==> src/rtl/pool_pkg.sv <==
// pool_pkg: shared geometry, state encoding and FIFO word layout for the pooled buffer reader
package pool_pkg;
    localparam int POOL_SIZE_COL = 7;
    localparam int POOL_SIZE_ROW = 28;
    localparam int POOL_ADDR_COL = 3;
    localparam int POOL_ADDR_ROW = 5;
    localparam int DATA_W = 16;
    localparam logic [POOL_ADDR_COL-1:0] COL_LAST = POOL_ADDR_COL'(POOL_SIZE_COL - 1);
    localparam logic [POOL_ADDR_ROW-1:0] ROW_LAST = POOL_ADDR_ROW'(POOL_SIZE_ROW - 1);
    typedef enum logic [1:0] {IDLE, RUN, DRAIN, DONE} pool_state_t;
    typedef struct packed {
        logic [DATA_W-1:0]        data;
        logic [POOL_ADDR_COL-1:0] col;
        logic [POOL_ADDR_ROW-1:0] row;
        logic                     last;
    } pool_word_t;
endpackage

==> src/rtl/pool_skid_fifo.sv <==
// pool_skid_fifo: 2-entry FIFO holding tagged buffer words between read return and the output stream
module pool_skid_fifo
    import pool_pkg::*;
(
    input  logic       clk,
    input  logic       reset,
    input  logic       push,
    input  logic       pop,
    input  pool_word_t push_word,
    output pool_word_t head,
    output logic [1:0] count
);
    pool_word_t mem_q [2];
    pool_word_t mem_d [2];
    logic       wr_ptr_q, wr_ptr_d, rd_ptr_q, rd_ptr_d;
    logic [1:0] count_q, count_d;

    assign head  = mem_q[rd_ptr_q];
    assign count = count_q;

    // next-state: write at wr_ptr, advance pointers on push/pop, push+pop leaves the count unchanged
    always_comb begin
        mem_d = mem_q;
        if (push) mem_d[wr_ptr_q] = push_word;
        wr_ptr_d = wr_ptr_q ^ push;
        rd_ptr_d = rd_ptr_q ^ pop;
        count_d  = count_q + {1'b0, push} - {1'b0, pop};
    end

    // storage and pointers; reset flushes everything so the head reads as zero
    always_ff @(posedge clk) begin
        if (reset) begin
            mem_q    <= '{default: '0};
            wr_ptr_q <= 1'b0;
            rd_ptr_q <= 1'b0;
            count_q  <= 2'd0;
        end else begin
            assert (!(push && !pop && count_q == 2'd2));
            assert (!(pop && count_q == 2'd0));
            mem_q    <= mem_d;
            wr_ptr_q <= wr_ptr_d;
            rd_ptr_q <= rd_ptr_d;
            count_q  <= count_d;
        end
    end
endmodule

==> src/rtl/pooled_buf_reader.sv <==
// pooled_buf_reader: walks the pooled buffer row-major and streams tagged words over valid/ready
module pooled_buf_reader
    import pool_pkg::*;
(
    input  logic                     clk,
    input  logic                     reset,
    input  logic                     start,
    output logic                     rd_en,
    output logic [POOL_ADDR_COL-1:0] rd_col,
    output logic [POOL_ADDR_ROW-1:0] rd_row,
    input  logic [DATA_W-1:0]        rd_data,
    output logic                     out_valid,
    input  logic                     out_ready,
    output logic [DATA_W-1:0]        out_data,
    output logic [POOL_ADDR_COL-1:0] out_col,
    output logic [POOL_ADDR_ROW-1:0] out_row,
    output logic                     out_last,
    output logic                     busy,
    output logic                     done
);
    pool_state_t              state_q, state_d;
    logic [POOL_ADDR_COL-1:0] col_q, col_d, tag_col_q, tag_col_d;
    logic [POOL_ADDR_ROW-1:0] row_q, row_d, tag_row_q, tag_row_d;
    logic                     tag_last_q, tag_last_d, inflight_q, inflight_d;
    logic                     pop, final_addr;
    logic [1:0]               fifo_count, occ;
    pool_word_t               head, push_word;

    assign final_addr = (row_q == ROW_LAST) && (col_q == COL_LAST);
    assign out_valid  = fifo_count != 2'd0;
    assign pop        = out_valid & out_ready;
    assign occ        = fifo_count + {1'b0, inflight_q};
    assign rd_col     = col_q;
    assign rd_row     = row_q;
    assign out_data   = head.data;
    assign out_col    = head.col;
    assign out_row    = head.row;
    assign out_last   = head.last;
    assign busy       = (state_q == RUN) || (state_q == DRAIN);
    assign done       = state_q == DONE;
    assign push_word  = '{data: rd_data, col: tag_col_q, row: tag_row_q, last: tag_last_q};

    // sequencer: a read is issued only while the FIFO plus the in-flight word leaves a free slot
    always_comb begin
        state_d    = state_q;
        col_d      = col_q;
        row_d      = row_q;
        rd_en      = (state_q == RUN) && (occ < 2'd2 || pop);
        inflight_d = rd_en;
        tag_col_d  = col_q;
        tag_row_d  = row_q;
        tag_last_d = final_addr;
        case (state_q)
            IDLE: if (start) begin
                state_d = RUN;
                col_d   = '0;
                row_d   = '0;
            end
            RUN: if (rd_en) begin
                if (final_addr) state_d = DRAIN;
                else begin
                    col_d = (col_q == COL_LAST) ? '0 : col_q + 1'b1;
                    row_d = (col_q == COL_LAST) ? row_q + 1'b1 : row_q;
                end
            end
            DRAIN: if (pop && head.last) state_d = DONE;
            default: state_d = IDLE;
        endcase
    end

    // state, address counter, and the tag of the read whose data returns next cycle
    always_ff @(posedge clk) begin
        if (reset) begin
            state_q    <= IDLE;
            col_q      <= '0;
            row_q      <= '0;
            inflight_q <= 1'b0;
            tag_col_q  <= '0;
            tag_row_q  <= '0;
            tag_last_q <= 1'b0;
        end else begin
            state_q    <= state_d;
            col_q      <= col_d;
            row_q      <= row_d;
            inflight_q <= inflight_d;
            tag_col_q  <= tag_col_d;
            tag_row_q  <= tag_row_d;
            tag_last_q <= tag_last_d;
        end
    end

    pool_skid_fifo u_fifo (
        .clk       (clk),
        .reset     (reset),
        .push      (inflight_q),
        .pop       (pop),
        .push_word (push_word),
        .head      (head),
        .count     (fifo_count)
    );
endmodule

==> config.mk <==
export PLATFORM = sky130hd
export DESIGN_NAME = pooled_buf_reader
export DESIGN_NICKNAME = d
export VERILOG_FILES = /design/src/rtl/pool_pkg.sv /design/src/rtl/pool_skid_fifo.sv /design/src/rtl/pooled_buf_reader.sv
export SDC_FILE = /design/constraint.sdc
export NUM_CORES = 1
export LEC_CHECK = 0
export BUFFER_PORTS_ARGS = -buffer_cell sky130_fd_sc_hd__buf_4
export CORE_ASPECT_RATIO = 1.5
export CORE_MARGIN = 2
export CORE_UTILIZATION = 48
export DETAILED_ROUTE_END_ITERATION = 7
export PLACE_DENSITY = 0.76
export SYNTH_ARGS = -nofsm -noshare
export SYNTH_HDL_FRONTEND = slang
export SYNTH_HIERARCHICAL = 1
export SYNTH_SLANG_ARGS = --single-unit
==> constraint.sdc <==
create_clock -name clk -period 1.7 [get_ports clk]
set_input_delay 0.17 -clock clk [delete_from_list [all_inputs] [get_ports clk]]
set_output_delay 0.17 -clock clk [all_outputs]
set_load 0.02 [all_outputs]
; ---- Word-level counts from Yosys, hierarchy flattened
; Cells that the tools add are included.
[op_classes]
reduce_logical = 12
bitwise_logic = 5
muxes = 21
n_eq_ne = 11
add_sub_neg = 4
magnitude_cmp = 4
[op_table]
columns = operator, count
row1 = 2-to-1 mux 25 bit, 4
row2 = bitwise mux 50 bit, 1
row3 = demux 25 bit (select 1 bit), 1
row4 = 2-to-1 mux 5 bit, 4
row5 = 2-to-1 mux 3 bit, 4
row6 = case mux 5 bit (2 select lines), 1
row7 = 2-to-1 mux 2 bit, 4
row8 = inequality test 2 bit (second input constant), 4
row9 = AND reduction 4 bit, 2
row10 = case mux 2 bit (3 select lines), 1
row11 = case mux 3 bit (2 select lines), 1
row12 = adder 5 x 1 -> 5 bit (second input constant), 1
row13 = == test 5 bit (second input constant), 1
row14 = AND reduction 5 bit, 1
row15 = == test 2 bit (second input constant), 2
row16 = >= comparator 2 bit (second input constant), 2
row17 = logical AND 1 bit, 4
row18 = inequality test 2 x 1 -> 1 bit (second input constant), 2
row19 = inverter 1 -> 2 bit, 2
row20 = nonzero test 2 bit, 2
row21 = adder 3 x 1 -> 3 bit (second input constant), 1
row22 = == test 3 bit (second input constant), 1
row23 = adder 2 x 1 -> 2 bit, 1
row24 = == test 2 x 1 -> 1 bit (second input constant), 1
row25 = 7 further kinds, 9
[word_totals]
word_cells = 75
out_inout_bits = 37
in_bits = 20
ff_bits = 74

; ---- Longest topological paths before layout
; Gate-level depths: netlist (run 1).
[logic_depth]
ltp_word = 7
depth_mapped = 8
ltp_nobuf = 7

; ---- Cells and area by module
; Netlist (run 1), hierarchy kept.
[by_module_without_submodules]
columns = module, cells_each, seq_area_each_um2, area_each_um2, instances
row1 = pool_skid_fifo, 207, 1081.0, 2393.5, 1
row2 = pooled_buf_reader, 104, 400.4, 958.4, 1

; ---- Least setup slack after synthesis (run 1)
; No wires, ideal clock.
[synth_timing]
path_type = flip-flop to flip-flop
from = reg row_q[0], in the netlist rd_row[0]
to = reg state_q[0]
arrival_time_ps = 1856
setup_slack_ps = -224
period_less_slack_ps = 1924
setup_ps = 67
path_buffers = 0
stages_incl_launch_ff = 7
t_required_ps = 1633
path_cell_list = dfxtp_1 -> ha_1 -> and4b_1 -> o2111ai_2 -> a221o_1 -> or3_1 -> a21oi_2
[synth_between]
elab_chain_len = 4
[synth_rtl]
columns = element, line_no
row1 = start: declaration, pooled_buf_reader.sv:23  ; logic [POOL_ADDR_ROW-1:0] row_q, row_d, tag_row_q, tag_row_d;
row2 = start signal: assignment, pooled_buf_reader.sv:84  ; row_q <= row_d;
row3 = == test 5 bit, pooled_buf_reader.sv:29  ; assign final_addr = (row_q == ROW_LAST) && (col_q == COL_LAST);
row4 = logical AND 1 bit, pooled_buf_reader.sv:29
row5 = inequality test 2 bit (no line), -
row6 = AND reduction 4 bit (no line), -
row7 = end signal: assignment, pooled_buf_reader.sv:82  ; state_q <= state_d;
row8 = end: declaration, pooled_buf_reader.sv:21  ; pool_state_t state_q, state_d;
; Every way passes these cells.
; A chain may end at the register's enable or synchronous reset.

; ---- Worst setup path in the final report (run 1)
; Ends and elaborated chain as after synthesis.

==> flow_summary.toml, run 1 <==
[yosys]
synthFlopType = "dfxtp_1"
ys_seq_area_share_pct = 44.2
synth_area_sq_um = 3350
syn-mean-instance-area_sq_um = 10.8
synth_fp_nets = 340
ys_ff_latch = 74
synth_edf_count = 0
syn_inst = 311
ys_types = 42
synthArstFlopShare_pct = 0
synth_warnings = 6

[layout]
nets = 410
antenna_cells = 0
area_growth_pct = 24.5
drive_gt1_share_pct = 36.5
nFillCells = 599
mostFrequentLayoutCell = "buf_4"
final_cell_count_no_fill = 464
layout_common_cells = "72 x buf_4, 65 x dfxtp_1, 58 x nor2_1"

[critical_path]
crit_path_top_delay_cell = "dfxtp_4"
crit_family = "compound AO/OA/AOI/OAI gates"
worstPathArrival_ns = 1.94
path_cells = "ha_4 > and4b_1 > o2111ai_2 > a221o_1 > or3_1 > a21oi_2"
cp.required_ns = 1.97
worst-path-buf-inv = 0
critPathKind = "reg -> reg"
cp_max_fo = 2
timing.rr.start = "rd_row[0]"
critPathMaxStageDelay_ns = 0.36
crit_start = "rd_row[0]"
end_kind = "flip-flop"
critPathLaunchType = "flip-flop"

[sta]
hold_slack_ns = 0.0778
rsz0062_at_grt = "true"
maxSlewViolCount = 0
clock_skew_ns = 0.00996
finalSetupViolCount = 0
fin_crit_sh_pct = 98.1
slew_headroom_pct = 68.6
hold_viol = 0
period_minus_slack_ns = 1.67
setup_slack_ns = 0.0315
max_freq_mhz = 599
tightest_slew_ns = 0.470
tns_ns = 0

[floorplan]
initial_core_util_pct = 49.3
die_area_sq_um = 7680
die_x_microns = 72.2
die_h_microns = 106
core-area_sq_um = 6810
row_count = 37
ios = 57

[power_and_ir_drop]
power_mw = 4.87
ir_drop_uv = 788
power.leakage_nw = 1.69
powerDensity_nw_per_um2 = 1170

[drt]
dr.first_iter.drc_count = 115
viasPerCell = 5.19
drc = 0
drt.antenna.violating_nets = 0
wl_microns = 6450
dr.pass1.iters = 4
wl_per_cell_microns = 13.9
vias = 2407

[global_routing]
grt_pass1_wl_microns = 10600
grt-ovfl-total = 0
track_usage_pct = 17.5
antenna_found_initial = 0
grt_pass1_vias = 2378
grt_start_max_net_pins = 48

[clocking]
cts.sinks = 74
clkTransAtPathRegs_ns = 0.08
cts_tree = "built"
root_buffer = "clkbuf_8"
cts_htree_levels = 3
insertion_delay_ns = 0.34
cts_buffers = 9
cts_buffer_depth = 2

[placement]
gp_congestion = 0.930
dp_hpwl_microns = 4250
dp_slack_ns = -0.0389
dp.cells = 445
io_buffers = 56

[run_status]
outcome = "finished, final reports clean"

[min_path]
hp-class = "in -> reg"
hp-start = "rd_data[5]"

[run]
maxCapViolCount = 0
## tightest hold or removal path, cell delays in order
cell and delay (ns):
buf_4 0.08, mux2i_1 0.06, nor2_1 0.07
## metal layers
layer	vias up	share of wire [%]	GRT usage [%]	wire length, microns
li1	1203	-	-	-
met1	1139	44	20.3	2820
met2	55	51	30.3	3260
met3	10	3.7	2.37	241
met4	0	2.0	9.16	128
met5	-	0	0	0
## synthesized netlist by cell type, drive strengths merged, types with 2 or more instances
| cell type | number | area (sq um) |
|---|---|---|
| a21oi | 6 | 33.8 |
| a31oi | 3 | 18.8 |
| and2 | 2 | 12.5 |
| buf | 15 | 169 |
| clkbuf | 4 | 15.0 |
| dfxtp | 74 | 1480 |
| ha | 9 | 113 |
| inv | 8 | 30.0 |
| mux2 | 26 | 364 |
| mux2i | 52 | 521 |
| nand2 | 7 | 26.3 |
| nand2b | 3 | 18.8 |
| nand3 | 3 | 15.0 |
| nand4b | 2 | 17.5 |
| nor2 | 58 | 218 |
| nor2b | 12 | 75.1 |
| o211ai | 2 | 15.0 |
| o21a | 2 | 15.0 |
| o21ai | 2 | 10.0 |
| or2 | 2 | 12.5 |
| or3 | 3 | 18.8 |
| or4 | 2 | 15.0 |
## layout make-up
| cell class | count | area [sq um] | share of cell area [%] |
|---|---|---|---|
| sequential | 74 | 1500 | 36.0 |
| timing repair buffer | 78 | 634 | 15.2 |
| tap | 78 | 97.6 | 2.34 |
| clock buffer | 13 | 169 | 4.05 |
| multi-input combinational | 210 | 1720 | 41.2 |
| inverter | 8 | 30.0 | 0.719 |
| clock inverter | 3 | 21.3 | 0.510 |
## where the power goes
group / leakage (nW) / internal (mW) / switching (mW) / total, mW
clock: 0.0960 / 0.653 / 0.619 / 1.27
sequential: 0.603 / 1.88 / 0.102 / 1.98
combinational: 0.991 / 0.841 / 0.780 / 1.62
total: 1.69 / 3.37 / 1.50 / 4.87
## metrics by stage
| stage | utilization, % | cell area (sq um) |
|---|---|---|
| after detailed placement | 56.9 | 3870 |
| after floorplan | - | 3360 |
| after global placement | 56.9 | 3870 |
| after CTS | 60.5 | 4120 |
| after global routing | 61.3 | 4170 |
| final | 61.3 | 4170 |
## final timing paths
| check | slack, ns | cells past startpoint | endpoint |
|---|---|---|---|
| max reg2reg | 0.03 | 6 | state_q[0] |
| min | 0.08 | 3 | u_fifo/mem_q[39] |
| min reg2reg | 0.49 | 2 | u_fifo/mem_q[1] |
| max | 0.03 | 6 | state_q[0] |
## state kept, by name, indices dropped and copies added (netlist names)
signal / count
u_fifo/mem_q: 50
rd_row: 5
tag_row_q: 5
rd_col: 3
tag_col_q: 3
state_q: 2
u_fifo/count: 2
inflight_q: 1
tag_last_q: 1
u_fifo/rd_ptr_q: 1
u_fifo/wr_ptr_q: 1
## what timing repair did
| action | in CTS | in global routing |
|---|---|---|
| setup endpoints to repair | 28 | 7 |
| hold endpoints to repair | 0 | 0 |
| setup buffers | 3 | 0 |
| pin swaps | 7 | 4 |
| hold buffers | 0 | 0 |
| gates resized for setup | 8 | 14 |
## logic make-up after synthesis
group,after synthesis,share of synthesized area [%]
buffers and inverters,27,6.38
adder cells (fa/ha/maj),9,3.36
AND/OR/NAND/NOR,100,14.2
XOR/XNOR,2,0.933
flip-flops,74,44.2
AO/OA/AOI/OAI,21,4.52
multiplexers,78,26.4
Power figures use the tool's default switching activity.
==> run 2: changes to the inputs <==
--- a/config.mk
+++ b/config.mk
@@ -13,5 +13,4 @@
 export PLACE_DENSITY = 0.76
 export SYNTH_ARGS = -nofsm -noshare
 export SYNTH_HDL_FRONTEND = slang
-export SYNTH_HIERARCHICAL = 1
 export SYNTH_SLANG_ARGS = --single-unit
==> run 2 against run 1 <==
Against the previous run: cell area increased by 0.54%; hold slack better by 0.0017 ns; critical path type unchanged; highest routed layer unchanged; wire length rose by 1.6%; die area down 4.3%; combinational power about the same; sequential power about the same; clock skew barely moved; critical path depth is the same; fmax fell by 1.8%; sequential cell count stayed put; cell count rose by 0.43%; critical endpoint unchanged; count of clock-buffer cells in the layout decreased by 3.
==> flow_summary.toml, run 2 <==
[drt]
viasPerCell = 5.14
wl_microns = 6550
dr.pass1.iters = 4
drc = 0
vias = 2396
wl_per_cell_microns = 14.0
drt.antenna.violating_nets = 0
dr.first_iter.drc_count = 90

[clocking]
root_buffer = "clkbuf_8"
clkTransAtPathRegs_ns = 0.08
cts_tree = "built"
cts_buffers = 9
ctsHoldBuffers = 0
cts_buffer_depth = 2
cts_htree_levels = 3
cts.sinks = 74
insertion_delay_ns = 0.33

[critical_path]
path_cells = "ha_4 > nor2b_4 > a2111oi_4 > o211ai_2 > or3_1 > a21oi_2"
worstPathArrival_ns = 1.96
critPathKind = "reg -> reg"
cp.required_ns = 1.96
end_kind = "flip-flop"
crit_family = "compound AO/OA/AOI/OAI gates"
worst-path-buf-inv = 0
crit_path_top_delay_cell = "or3_1"
cp_max_fo = 3
critPathLaunchType = "flip-flop"
critPathMaxStageDelay_ns = 0.39

[layout]
antenna_cells = 0
top_register = "u_fifo.mem_q"
drive_gt1_share_pct = 38.5
area_growth_pct = 31.1
largest_reg_flops = 50
mostFrequentLayoutCell = "buf_4"
nFillCells = 538
final_cell_count_no_fill = 466
nets = 416
final_area_sq_um = 4200
layout_common_cells = "78 x buf_4, 64 x dfxtp_1, 60 x nor2_1"

[floorplan]
die_x_microns = 70.7
die_area_sq_um = 7350
core-area_sq_um = 6490
row_count = 36
die_h_microns = 104
initial_core_util_pct = 49.3
ios = 57

[global_routing]
grt-ovfl-total = 0
grt_pass1_wl_microns = 10800
grt_start_max_net_pins = 33
antenna_found_initial = 0
grt_pass1_vias = 2383
track_usage_pct = 18.0

[power_and_ir_drop]
power.leakage_nw = 1.75
clkPwrFrac_pct = 30.7
p_seq_share_pct = 37.8
pwr-share-comb_pct = 31.5
swShare_pct = 29.7
switchingPower_mw = 1.56
powerDensity_nw_per_um2 = 1250
intPower_mw = 3.69
ir_drop_uv = 988
power_mw = 5.25

[yosys]
synth_area_leaders = "dfxtp_1 46%, mux2i_1 16%, mux2_2 8.4%"
synth_area_sq_um = 3200
yosysTopAreaCellShare_pct = 46.3
synth_common_cells = "74 x dfxtp_1, 61 x nor2_1, 51 x mux2i_1, 24 x mux2_2"
yosysTopAreaCell = "dfxtp_1"
synth_fp_nets = 342
synth_edf_count = 0
synth.most_common_cell = "dfxtp_1"
syn_inst = 312
synthArstFlopShare_pct = 0
synth_warnings = 0
syn-mean-instance-area_sq_um = 10.3
ys_types = 41
synthFlopType = "dfxtp_1"
ys_seq_area_share_pct = 46.3
ys_ff_latch = 74

[placement]
io_buffers = 56
dp_slack_ns = -0.0503
dpl_cell_area_sq_um = 3820
dp_hpwl_microns = 4520
gp_congestion = 0.792
dp.cells = 446

[sta]
fin_crit_sh_pct = 100
finalSetupViolCount = 0
max_freq_mhz = 588
tightest_slew_ns = 0.386
rsz0062_at_grt = "true"
period_minus_slack_ns = 1.70
slew_headroom_pct = 73.6
hold_viol = 0
maxSlewViolCount = 0
setup_slack_ns = 0.000256
tns_ns = 0
clock_skew_ns = 0.0101

[run]
maxCapViolCount = 0

[min_path]
hp-class = "in -> reg"

[run_status]
outcome = "finished, final reports clean"
## run 2: final cells by class
cell class / instances / area (sq um) / area share (%)
Clock inverter: 5 / 103 / 2.44
Clock buffer: 10 / 138 / 3.28
Sequential cell: 74 / 1500 / 35.7
Multi-Input combinational cell: 213 / 1690 / 40.4
Tap cell: 76 / 95.1 / 2.27
Timing Repair Buffer: 81 / 642 / 15.3
Inverter: 7 / 26.3 / 0.626
## run 2: repair_timing
| action | 4_1_cts | 5_1_grt |
|---|---|---|
| setup buffers | 1 | 3 |
| setup endpoints to repair | 26 | 29 |
| cloned | 0 | 1 |
| endpoints found under the hold margin | 0 | 0 |
| pin swaps | 5 | 9 |
| resized for setup | 7 | 14 |
## run 2: worst paths after layout
check | cells after the start | startpoint | end | slack, ns
max | 6 | u_fifo.count[0] | state_q[0] | 0.0003
min | 3 | rd_data[9] | u_fifo.mem_q[18] | 0.08
max reg2reg | 6 | u_fifo.count[0] | state_q[0] | 0.0003
min reg2reg | 2 | u_fifo.mem_q[14] | u_fifo.mem_q[14] | 0.49
## run 2: metrics by stage
stage | hold slack, ns | util [%]
finish | 0.0795 | 64.7
global route | 0.0723 | 64.7
CTS | 0.0692 | 63.3
detailed placement | 0.426 | 59.0
global placement | 0.415 | 59.0
floorplan | 0.317 | -
## run 2: kinds of logic after synthesis
logic type | synth area share (%)
compound gates | 5.39
xor+xnor | 0.821
fa+ha+maj | 3.91
buf+inv | 3.13
flops | 46.3
mux | 25.1
simple gates | 15.4
## run 2: power by group through the flow
stage / Clock (mW) / Combinational [mW] / Sequential (mW)
2_1_floorplan: 0 / 0.994 / 1.98
3_3_place_gp: 0 / 1.46 / 1.98
3_5_place_dp: 0 / 1.48 / 1.99
4_1_cts: 1.65 / 1.52 / 1.97
5_1_grt: 1.73 / 1.80 / 2.01
6_report: 1.61 / 1.65 / 1.99
## run 2: routing by layer
layer  wire (microns)  track usage, %  vias to the layer above
met4               81            5.39                        0
met3              260            4.36                        7
li1                 -               -                     1222
met5                0               0                        -
met2             3440            31.3                       47
met1             2770            21.8                     1120
## run 2: worst register-to-register path: cells and delay by family, from the launching register on
kind,cells,cell delay [ns]
AND/OR/NAND/NOR,2,0.54
flip-flops,1,0.33
adder cells (fa/ha/maj),1,0.17
AO/OA/AOI/OAI,3,0.60
